## src/rtl/alu_result_stage.sv

```systemverilog
// Single-entry result register between the ALU and register-file writeback.
// Also owns the architectural C/Z/V flags and their interrupt shadow copy.
module alu_result_stage #(
   parameter int unsigned DATA_W      = 8,
   parameter int unsigned REG_AW      = 3,
   parameter int unsigned ZERO_REG_RO = 1
) (
   input  logic              clk,
   input  logic              rst,
   input  logic              in_valid,
   output logic              in_ready,
   input  logic [DATA_W-1:0] alu_out,
   input  logic              alu_co,
   input  logic              alu_ov,
   input  logic [REG_AW-1:0] dest,
   input  logic              wr_req,
   input  logic              flag_upd,
   output logic              out_valid,
   input  logic              out_ready,
   output logic [DATA_W-1:0] rf_wdata,
   output logic [REG_AW-1:0] rf_waddr,
   output logic              rf_we,
   output logic              c_flag,
   output logic              z_flag,
   output logic              v_flag,
   input  logic              int_save,
   input  logic              int_restore,
   output logic              sc_flag,
   output logic              sz_flag,
   output logic              sv_flag
);

   logic              valid_q, valid_d;
   logic              wr_q, wr_d;
   logic [DATA_W-1:0] data_q, data_d;
   logic [REG_AW-1:0] addr_q, addr_d;

   logic c_q, c_d, z_q, z_d, v_q, v_d;
   logic sc_q, sc_d, sz_q, sz_d, sv_q, sv_d;

   logic accept;
   logic consume;
   logic addr_is_zero;

   always_comb begin
      in_ready = !valid_q || out_ready;
      accept   = in_valid && in_ready;
      consume  = valid_q && out_ready;
   end

   // Entry register: accept in the same cycle as consume replaces the entry.
   always_comb begin
      valid_d = valid_q;
      wr_d    = wr_q;
      data_d  = data_q;
      addr_d  = addr_q;
      if (consume) begin
         valid_d = 1'b0;
      end
      if (accept) begin
         valid_d = 1'b1;
         wr_d    = wr_req;
         data_d  = alu_out;
         addr_d  = dest;
      end
   end

   // Restore beats a same-cycle flag update; save sees the post-update value
   // and is ignored when restore is also asserted.
   always_comb begin
      c_d  = c_q;
      z_d  = z_q;
      v_d  = v_q;
      sc_d = sc_q;
      sz_d = sz_q;
      sv_d = sv_q;
      if (accept && flag_upd) begin
         c_d = alu_co;
         z_d = (alu_out == '0);
         v_d = alu_ov;
      end
      if (int_restore) begin
         c_d = sc_q;
         z_d = sz_q;
         v_d = sv_q;
      end else if (int_save) begin
         sc_d = c_d;
         sz_d = z_d;
         sv_d = v_d;
      end
   end

   always_ff @(posedge clk) begin
      if (rst) begin
         valid_q <= 1'b0;
         wr_q    <= 1'b0;
         data_q  <= '0;
         addr_q  <= '0;
         c_q     <= 1'b0;
         z_q     <= 1'b0;
         v_q     <= 1'b0;
         sc_q    <= 1'b0;
         sz_q    <= 1'b0;
         sv_q    <= 1'b0;
      end else begin
         valid_q <= valid_d;
         wr_q    <= wr_d;
         data_q  <= data_d;
         addr_q  <= addr_d;
         c_q     <= c_d;
         z_q     <= z_d;
         v_q     <= v_d;
         sc_q    <= sc_d;
         sz_q    <= sz_d;
         sv_q    <= sv_d;
      end
   end

   always_comb begin
      addr_is_zero = (addr_q == '0);
      out_valid    = valid_q;
      rf_wdata     = data_q;
      rf_waddr     = addr_q;
      rf_we        = valid_q && wr_q && !((ZERO_REG_RO != 0) && addr_is_zero);
      c_flag       = c_q;
      z_flag       = z_q;
      v_flag       = v_q;
      sc_flag      = sc_q;
      sz_flag      = sz_q;
      sv_flag      = sv_q;
   end

endmodule
```

## config.mk

```make
export PLATFORM = sky130hd
export DESIGN_NAME = alu_result_stage
export DESIGN_NICKNAME = d
export VERILOG_FILES = /design/src/rtl/alu_result_stage.sv
export SDC_FILE = /design/constraint.sdc
export NUM_CORES = 1
export LEC_CHECK = 0
export BUFFER_PORTS_ARGS = -buffer_cell sky130_fd_sc_hd__buf_2
export CELL_PAD_IN_SITES_DETAIL_PLACEMENT = 1
export CELL_PAD_IN_SITES_GLOBAL_PLACEMENT = 2
export CORE_ASPECT_RATIO = 0.7
export CORE_MARGIN = 4
export CORE_UTILIZATION = 25
export DETAILED_ROUTE_END_ITERATION = 8
export PLACE_DENSITY_LB_ADDON = 0.08
export SLEW_MARGIN = 20
export SYNTH_ARGS = -nofsm -noshare
export SYNTH_HDL_FRONTEND = slang
export SYNTH_SLANG_ARGS = --single-unit
export TNS_END_PERCENT = 30
```

## constraint.sdc

```tcl
create_clock -name clk -period 2.5 [get_ports clk]
set_clock_uncertainty 0.05 [all_clocks]
set_input_delay 0.5 -clock clk [delete_from_list [all_inputs] [get_ports clk]]
set_output_delay 0.5 -clock clk [all_outputs]
set_load 0.02 [all_outputs]
```

==> flow_summary.json <==
{
  "timing.fmax_mhz": 541,
  "irDropWorstVdd_v": 0.000238,
  "worstSetupEndpointType": "primary output",
  "setup_slack_ns": 0.650,
  "die_area_um2": 4100,
  "finalSetupViolations": 0,
  "drv_slew": 0,
  "area.sequential_um2": 380,
  "root_buffer": "clkbuf_8",
  "place.gp.congestion": 0.772,
  "antenna_cells": 0,
  "dr.pass1.iters": 4,
  "tns_ns": 0,
  "worst_pin_slew_ns": 0.451,
  "cp_slowest_stage_delay_ns": 0.38,
  "worstSkewPairLatency_ns": 0.25,
  "cp-start-kind": "primary input",
  "whs_endpoint": "rf_wdata[0]",
  "num_io_pins": 41,
  "drcViolationCount": 0,
  "via_per_inst": 4.85,
  "synth-seq-area-share": 0.486,
  "detail-route-antenna-nets": 0,
  "cts_tree": "done",
  "port-buffer-count": 40,
  "drive_gt1_frac": 0.383,
  "min_path_cells": 2,
  "p_leak_nw": 0.463,
  "post-place-ws_ns": 0.639,
  "slowest_stage": "and2b_4",
  "wl_per_cell_um": 15.1,
  "grt_pass1_wl_mm": 3.93,
  "clock_power_share": 0.319,
  "hold_class": "register to register",
  "ff2ff_setup_slack_ns": 1.21,
  "grt_overflow": 0,
  "clk_pin_slew_ns": 0.06,
  "multi_input_area_um2": 354,
  "core_um2": 2900,
  "syn2layout_area_growth_pct": 32.8,
  "initial_core_util": 0.269,
  "antenna_found_initial": 0,
  "synth_seq_cells": 19,
  "finalCritPeriodShare": 0.740,
  "final_util": 0.358,
  "postCtsResizedCells": 0,
  "final_cell_mix": "buf_2, dfxtp_1, o21ai_1",
  "synth-warning-count": 0,
  "numCtsBuffers": 3,
  "cts.sinks": 19,
  "synth_area_um2": 782,
  "swShare": 0.276,
  "cts_setup_buffers": 0,
  "setup.worst_path.start": "out_ready",
  "min_from": "rf_wdata[0]",
  "outcome": "finished, final reports clean",
  "largest_reg_flops": 8,
  "p_per_area_nw_per_um2": 634,
  "die_x_um": 74.8,
  "post-route-min-period_ns": 1.85,
  "syn_area_per_cell_um2": 8.69,
  "p_int_mw": 0.477,
  "final_nets": 150,
  "path_class": "primary input to primary output",
  "p_comb_frac": 0.177,
  "grtUsageTotal": 0.129,
  "grt_pass1_vias": 819,
  "ys_types": 23,
  "clockBufferDepth": 2,
  "cp_data_arrival_time_ns": 1.30,
  "final_common_cell": "buf_2",
  "grt_max_degree": 20,
  "crit_chain": "buf_2 > and2b_4 > inv_4 > buf_2",
  "vias": 796,
  "worstPathRequired_ns": 1.95,
  "maxCapViolCount": 0,
  "reg2reg_depth": 4,
  "seqPwrFrac": 0.503,
  "r2r_start": "out_valid",
  "cp_max_fo": 17,
  "die_h_um": 54.8,
  "fill_cells": 357,
  "synth_fp_nets": 111,
  "power.total_mw": 0.659,
  "postCtsHoldBufs": 0,
  "first_iter_violations": 34,
  "r2r-end": "sz_flag",
  "wl_mm": 2.47,
  "crit_top_cell": "buf_2",
  "slew_headroom": 0.699,
  "rows": 16,
  "grt_setup_unrepaired": "false",
  "cts_htree_levels": 1,
  "switching_power_mw": 0.182,
  "hold_violations": 0,
  "synthCells": 90,
  "dp_hpwl_mm": 1.89
}
## routing by layer
metal	vias to the layer above	wire length [um]	track usage
li1	409	-	-
met1	366	1280	0.177
met2	19	1060	0.194
met3	2	134	0.0477
met4	0	7	0.0266
met5	-	0	0
## worst max-delay path, delay by kind of cell
| kind | cells | cell delay [ns] |
|---|---|---|
| buffers and inverters | 3 | 0.42 |
| and+or+nand+nor | 1 | 0.38 |
## power by group through the flow
| stage | clock network (mW) | logic [mW] | registers, mW |
|---|---|---|---|
| finish | 0.210 | 0.117 | 0.332 |
| global route | 0.238 | 0.129 | 0.334 |
| CTS | 0.223 | 0.118 | 0.332 |
| detailed placement | 0 | 0.118 | 0.339 |
| global placement | 0 | 0.117 | 0.338 |
| floorplan | 0 | 0.0497 | 0.359 |
## worst max path at each step
| stage | end | slack [ns] | depth (start not counted) |
|---|---|---|---|
| after floorplan | in_ready | 0.95 | 3 |
| after global placement | in_ready | 0.67 | 4 |
| after detailed placement | in_ready | 0.64 | 4 |
| after CTS | in_ready | 0.64 | 4 |
| after global routing | in_ready | 0.60 | 3 |
| final | in_ready | 0.65 | 4 |
## stage by stage
stage | area [um^2] | hold WS (ns) | instances
3_3_place_gp | 993 | 0.418 | 160
6_report | 1040 | 0.428 | 164
5_1_grt | 1040 | 0.456 | 164
2_1_floorplan | 782 | 0.409 | 90
4_1_cts | 1040 | 0.431 | 164
3_5_place_dp | 993 | 0.421 | 160
## kinds of logic (layout without fill, tap and decap cells)
| kind of cell | Yosys count | in the layout | synth area share |
|---|---|---|---|
| compound gates | 36 | 36 | 0.266 |
| buf+inv | 9 | 47 | 0.0608 |
| simple gates | 26 | 26 | 0.187 |
| flops | 19 | 19 | 0.486 |
## Yosys cell counts
cell type,instances,area share
nor2_1,5,0.024
a21oi_1,13,0.083
nand3_1,12,0.077
clkbuf_1,1,0.0048
and2b_4,1,0.013
o311a_1,1,0.013
nor4_1,2,0.016
a31oi_1,1,0.0080
nand4_1,1,0.0080
inv_4,1,0.0080
clkbuf_2,1,0.0064
inv_1,1,0.0048
nand3_2,2,0.026
inv_2,1,0.0048
dfxtp_1,19,0.49
buf_4,2,0.019
o21bai_1,1,0.0096
o21ai_1,15,0.096
and2_4,1,0.011
nor2b_1,1,0.0080
buf_2,2,0.013
nand2_1,1,0.0048
a311oi_1,5,0.056
## area by class of cell
cell class                 instances  share of cell area
timing repair buffer              40               0.193
multi-input combinational         62               0.341
clock buffer                       4              0.0434
inverter                           3              0.0133
tap                               36              0.0434
sequential                        19               0.366
No activity file was read; power rests on OpenSTA's default activity.
